**src/rtl/b_dly_pkg.sv**
```systemverilog
// Shared types and helpers for the delay-line code controller and its vote unit.
package b_dly_pkg;

  typedef enum logic [1:0] {
    ST_IDLE,
    ST_SETTLE,
    ST_SAMPLE,
    ST_EVAL
  } state_t;

  // Channel-index width; a single channel still needs a 1-bit select.
  function automatic int ch_w(input int nch);
    return (nch > 1) ? $clog2(nch) : 1;
  endfunction

  function automatic int sel_lo(input int ch, input int sel_w);
    return ch * sel_w;
  endfunction

endpackage

```
**src/rtl/b_dly_vote.sv**
```systemverilog
// Phase-detector sampler: counts 2^AVG_W samples and majority-votes the ones seen.
module b_dly_vote #(
  parameter int AVG_W = 3
) (
  input  logic i_clk,
  input  logic i_rstn,
  input  logic i_clr,
  input  logic i_en,
  input  logic i_pd,
  output logic o_last,
  output logic o_major
);

  localparam logic [AVG_W:0] HALF = (AVG_W + 1)'(1 << (AVG_W - 1));

  logic [AVG_W-1:0] cnt_q;
  logic [AVG_W:0]   ones_q;

  always_ff @(posedge i_clk) begin
    if (!i_rstn || i_clr) begin
      cnt_q  <= '0;
      ones_q <= '0;
    end else if (i_en) begin
      cnt_q  <= cnt_q + 1'b1;
      ones_q <= ones_q + (AVG_W + 1)'(i_pd);
    end
  end

  assign o_last  = i_en & (&cnt_q);
  assign o_major = (ones_q > HALF);

endmodule

```
**src/rtl/b_dly_line_cal.sv**
```systemverilog
// Multi-channel delay-code register bank with manual writes and a per-channel
// upward-sweep calibration that locks on the first code the detector calls late.
module b_dly_line_cal
  import b_dly_pkg::*;
#(
  parameter int NCH    = 4,
  parameter int SEL_W  = 8,
  parameter int SETTLE = 4,
  parameter int AVG_W  = 3,
  localparam int CH_W  = ch_w(NCH)
) (
  input  logic                 i_clk,
  input  logic                 i_rstn,
  input  logic                 i_mode,
  input  logic                 i_wr_vld,
  output logic                 o_wr_rdy,
  input  logic [CH_W-1:0]      i_wr_ch,
  input  logic [SEL_W-1:0]     i_wr_sel,
  input  logic                 i_cal_start,
  input  logic [CH_W-1:0]      i_cal_ch,
  input  logic [NCH-1:0]       i_pd,
  output logic [NCH*SEL_W-1:0] o_dly_sel,
  output logic                 o_busy,
  output logic                 o_cal_done,
  output logic                 o_cal_fail
);

  localparam int             CNT_W       = $clog2(SETTLE + 1);
  localparam logic [CNT_W-1:0] SETTLE_LAST = CNT_W'(SETTLE - 1);
  localparam logic [CH_W:0]  NCH_L       = (CH_W + 1)'(NCH);

  state_t           state_q, state_d;
  logic [SEL_W-1:0] code_q [NCH];
  logic [SEL_W-1:0] saved_q;
  logic [CH_W-1:0]  cal_ch_q;
  logic [CNT_W-1:0] settle_q;
  logic             done_q, fail_q;

  logic             code_we, start_acc, done_d, fail_d;
  logic [CH_W-1:0]  code_ch;
  logic [SEL_W-1:0] code_val, cur_code;
  logic             wr_fire, vote_last, vote_major;

  assign o_wr_rdy   = i_rstn & (state_q == ST_IDLE);
  assign o_busy     = i_rstn & (state_q != ST_IDLE);
  assign o_cal_done = done_q;
  assign o_cal_fail = fail_q;
  assign wr_fire    = i_wr_vld & o_wr_rdy;
  assign cur_code   = code_q[cal_ch_q];

  b_dly_vote #(.AVG_W(AVG_W)) u_vote (
    .i_clk   (i_clk),
    .i_rstn  (i_rstn),
    .i_clr   (state_q == ST_SETTLE),
    .i_en    (state_q == ST_SAMPLE),
    .i_pd    (i_pd[cal_ch_q]),
    .o_last  (vote_last),
    .o_major (vote_major)
  );

  always_comb begin
    // NOTE: every output of this block gets a default first, so no path can infer a latch.
    state_d   = state_q;
    code_we   = 1'b0;
    code_ch   = cal_ch_q;
    code_val  = '0;
    start_acc = 1'b0;
    done_d    = 1'b0;
    fail_d    = 1'b0;
    unique case (state_q)
      ST_IDLE: begin
        if (wr_fire) begin
          code_we  = ({1'b0, i_wr_ch} < NCH_L);
          code_ch  = i_wr_ch;
          code_val = i_wr_sel;
        end else if (i_cal_start && i_mode && ({1'b0, i_cal_ch} < NCH_L)) begin
          start_acc = 1'b1;
          code_we   = 1'b1;
          code_ch   = i_cal_ch;
          state_d   = ST_SETTLE;
        end
      end
      ST_SETTLE: if (settle_q == SETTLE_LAST) state_d = ST_SAMPLE;
      ST_SAMPLE: if (vote_last) state_d = ST_EVAL;
      ST_EVAL: begin
        if (vote_major) begin
          done_d  = 1'b1;
          state_d = ST_IDLE;
        end else if (cur_code == '1) begin
          code_we  = 1'b1;
          code_val = saved_q;
          fail_d   = 1'b1;
          state_d  = ST_IDLE;
        end else begin
          code_we  = 1'b1;
          code_val = cur_code + 1'b1;
          state_d  = ST_SETTLE;
        end
      end
      default: state_d = ST_IDLE;
    endcase
    // Losing calibration mode beats any EVAL decision made in the same cycle.
    if (state_q != ST_IDLE && !i_mode) begin
      state_d  = ST_IDLE;
      code_we  = 1'b1;
      code_ch  = cal_ch_q;
      code_val = saved_q;
      done_d   = 1'b0;
      fail_d   = 1'b1;
    end
  end

  // NOTE: state uses non-blocking assignments so every register samples pre-edge values.
  always_ff @(posedge i_clk) begin
    if (!i_rstn) begin
      state_q  <= ST_IDLE;
      saved_q  <= '0;
      cal_ch_q <= '0;
      settle_q <= '0;
      done_q   <= 1'b0;
      fail_q   <= 1'b0;
      // NOTE: the code array is reset because o_dly_sel must read zero after reset.
      for (int k = 0; k < NCH; k++) code_q[k] <= '0;
    end else begin
      state_q  <= state_d;
      done_q   <= done_d;
      fail_q   <= fail_d;
      settle_q <= (state_q == ST_SETTLE) ? settle_q + 1'b1 : '0;
      if (start_acc) begin
        saved_q  <= code_q[i_cal_ch];
        cal_ch_q <= i_cal_ch;
      end
      if (code_we) code_q[code_ch] <= code_val;
    end
  end

  for (genvar k = 0; k < NCH; k++) begin : g_pack
    assign o_dly_sel[sel_lo(k, SEL_W) +: SEL_W] = code_q[k];
  end

endmodule

```
**config.mk**
```make
export PLATFORM = sky130hd
export DESIGN_NAME = b_dly_line_cal
export DESIGN_NICKNAME = d
export VERILOG_FILES = /design/src/rtl/b_dly_pkg.sv /design/src/rtl/b_dly_vote.sv /design/src/rtl/b_dly_line_cal.sv
export SDC_FILE = /design/constraint.sdc
export NUM_CORES = 1
export LEC_CHECK = 0
export CAP_MARGIN = 25
export CORE_ASPECT_RATIO = 1.2
export CORE_MARGIN = 8
export CORE_UTILIZATION = 34
export CTS_BUF_LIST = sky130_fd_sc_hd__clkbuf_8
export DETAILED_ROUTE_END_ITERATION = 12
export GPL_TIMING_DRIVEN = 0
export PLACE_DENSITY = 0.58
export SYNTH_ARGS = -nofsm -noshare
export SYNTH_HDL_FRONTEND = slang
export SYNTH_SLANG_ARGS = --single-unit
```
**constraint.sdc**
```tcl
create_clock -name i_clk -period 4.7 [get_ports i_clk]
set_input_delay 0.94 -clock i_clk [delete_from_list [all_inputs] [get_ports i_clk]]
set_output_delay 0.94 -clock i_clk [all_outputs]
set_load 0.03 [all_outputs]
```
==> results.json <==
{
  "crit_fanout": 10,
  "fin_ws_ns": 0.930,
  "synth_xor_area_share_pct": 1.11,
  "synthTopCellsByCount": "nor2_1 (38), nand2_1 (36), edfxtp_1 (32)",
  "fin_crit_sh_pct": 80.2,
  "ios": 57,
  "setup_tns_ns": 0,
  "synth_top_area_share_pct": 30.3,
  "synth_nets": 324,
  "cts_resized": 0,
  "clk_pin_slew_ns": 0.06,
  "worstHoldPathCells": 1,
  "ys_top_cells_by_area": "edfxtp_1 (30%), dfxtp_1 (16%), mux4_2 (9.2%), ha_1 (4.7%), nor2_1 (4.5%)",
  "finalSetupViolations": 0,
  "required_ns": 4.68,
  "first_global_vias": 2644,
  "core.rowCount": 38,
  "via_count": 2546,
  "grt_max_degree": 11,
  "slew_viol_final": 0,
  "synth-simple-area-share_pct": 16.4,
  "vdd_drop_max_uv": 209,
  "hold_violations": 0,
  "netlist_instances": 291,
  "r2r-end": "code_q[2][5]",
  "netlist_area_um2": 3170,
  "layout.nets": 391,
  "antenna_found_initial": 0,
  "die-area_um2": 12700,
  "synth.most_common_cell": "nor2_1",
  "ant_nets": 0,
  "ys.flop_type": "edfxtp_1",
  "hold_path_class": "reg -> reg",
  "p_int_mw": 1.12,
  "cts_max_path_buffers": 2,
  "detail_route.first_pass.iterations": 4,
  "ys_ff_latch": 58,
  "grt_pass1_wl_mm": 14.2,
  "grtUsageTotal_pct": 14.6,
  "io_buffers": 54,
  "clkLatencyLatePin_ns": 0.35,
  "ff2ff_setup_slack_ns": 1.17,
  "dp_hpwl_mm": 6.76,
  "status": "finished clean",
  "ys_async_sr_fraction_pct": 0,
  "end_kind": "flop",
  "via_per_inst": 5.27,
  "cts_tree": "done",
  "p_seq_share_pct": 37.4,
  "synth_edf_count": 32,
  "p_leak_nw": 1.43,
  "slew_headroom_pct": 43.0,
  "synthMuxAreaShare_pct": 15.5,
  "postCtsHoldBufs": 0,
  "critPathKind": "in -> reg",
  "detailedPlace.worstSlack_ns": 0.530,
  "drt-total-wl_mm": 9.05,
  "r2r_start": "state_q[1]",
  "post_cts_buffers": 0,
  "ctsRootBufferMaster": "clkbuf_8",
  "die_x_um": 104,
  "powerDensity_nw_per_um2": 402,
  "finalPower_mw": 1.65,
  "numCtsBuffers": 9,
  "min-delay-start": "settle_q[0]",
  "fmax_mhz": 265,
  "max-cap-violations": 0,
  "area.growth.synth_to_final_pct": 29.8,
  "die-height_um": 122,
  "crit_arrival_ns": 3.75,
  "synth-seq-area-share_pct": 46.7,
  "synth_top_family_by_area": "simple AND/OR/NAND/NOR gates",
  "reg2regPathDepth": 8,
  "wire_per_inst_um": 18.7,
  "avgSynthCellArea_um2": 10.9,
  "drc_errors": 0,
  "ctsHtreeMaxLevel": 3,
  "place_congestion": 0.828,
  "num_antenna_cells": 0,
  "start_util_pct": 35.1,
  "drtIter0Drc": 164,
  "p_sw_mw": 0.532,
  "yosys_warnings": 0,
  "synth_fa_ha_area_share_pct": 4.74,
  "grt_setup_unrepaired": "false",
  "synth_compound_area_share_pct": 12.0,
  "clkPwrFrac_pct": 33.4,
  "core-area_um2": 9030,
  "switching_share_pct": 32.2,
  "worst_pin_slew_ns": 0.855,
  "clock_sinks": 58,
  "synth_top_area_cell": "edfxtp_1",
  "synth_cell_types": 54,
  "clock_skew_ns": 0.00591,
  "final.min_clock_period_ns": 3.77,
  "drive_gt1_share_pct": 11.0,
  "grt_overflow": 0,
  "min_to": "settle_q[0]",
  "power_frac_comb_pct": 29.2,
  "worst_setup_path_start_kind": "input port"
}
-- layout by cell type, fill, tap and decap left out, drive strengths merged, types with 4 or more instances in the layout --
master and n:
a211oi 4, a21boi 10, a21oi 15, a22oi 5, buf 5, clkbuf 21, clkdlybuf4s50 54, dfxtp 26
edfxtp 32, ha 12, inv 11, mux2i 7, mux4 17, nand2 36, nand3 7, nor2 38
nor3 4, o21ai 8
-- critical path, stage by stage --
cell	delay, ns
clkdlybuf4s50_1	0.47
nor2_1	0.56
o21ai_1	0.46
or3b_2	0.56
clkbuf_1	0.27
nand2_1	0.48
-- layout make-up --
class	instances	area [um^2]
multi-input cells	208	1580
well taps	120	150
inverters	10	37.5
fillers	878	4920
repair buffers	56	556
flip-flops and latches	58	1480
clock buffers	9	124
clock inverters	7	109
plain buffers	15	72.6
-- layer usage --
layer  wire length, um  global-route usage, %  up-vias
met5                 0                      0        -
met4               180                   7.98        0
met3               550                   3.75       14
met2              4750                   26.2       70
met1              3570                   15.6     1241
li1                  -                      -     1221
-- registers in the layout, indices dropped and copies added, names as in the netlist, named ones only --
| signal | count |
|---|---|
| code_q | 32 |
| saved_q | 8 |
| u_vote.ones_q | 4 |
| settle_q | 3 |
| u_vote.cnt_q | 3 |
| cal_ch_q | 2 |
| state_q | 2 |
| o_cal_done | 1 |
| o_cal_fail | 1 |
-- worst max path at each step --
stage	slack, ns	start	endpoint
3_5_place_dp	0.53	i_mode	code_q[2][6]
4_1_cts	0.90	i_rstn	o_busy
6_report	0.93	i_mode	code_q[2][5]
5_1_grt	0.75	i_mode	code_q[2][5]
2_1_floorplan	1.68	i_rstn	code_q[1][0]
3_3_place_gp	0.58	i_mode	code_q[2][5]
-- logic make-up after synthesis --
family,count (synthesis)
compound gates,57
xor+xnor,4
fa+ha+maj,12
buf+inv,25
flops,58
mux,26
simple gates,109
-- stage by stage --
step	cell area [um^2]	utilization, %	instances	hold slack [ns]
floorplan	3170	-	291	0.398
global placement	3860	42.7	465	0.412
detailed placement	3870	42.9	466	0.416
CTS	4110	45.4	482	0.425
global route	4110	45.5	483	0.446
finish	4110	45.5	483	0.422
-- power groups by stage --
stage	logic (mW)	registers, mW	clock network, mW
2_1_floorplan	0.263	0.674	0
3_3_place_gp	0.479	0.627	0
3_5_place_dp	0.485	0.629	0
4_1_cts	0.486	0.618	0.558
5_1_grt	0.526	0.624	0.577
6_report	0.483	0.618	0.552
(Power assumes the default switching activity.)
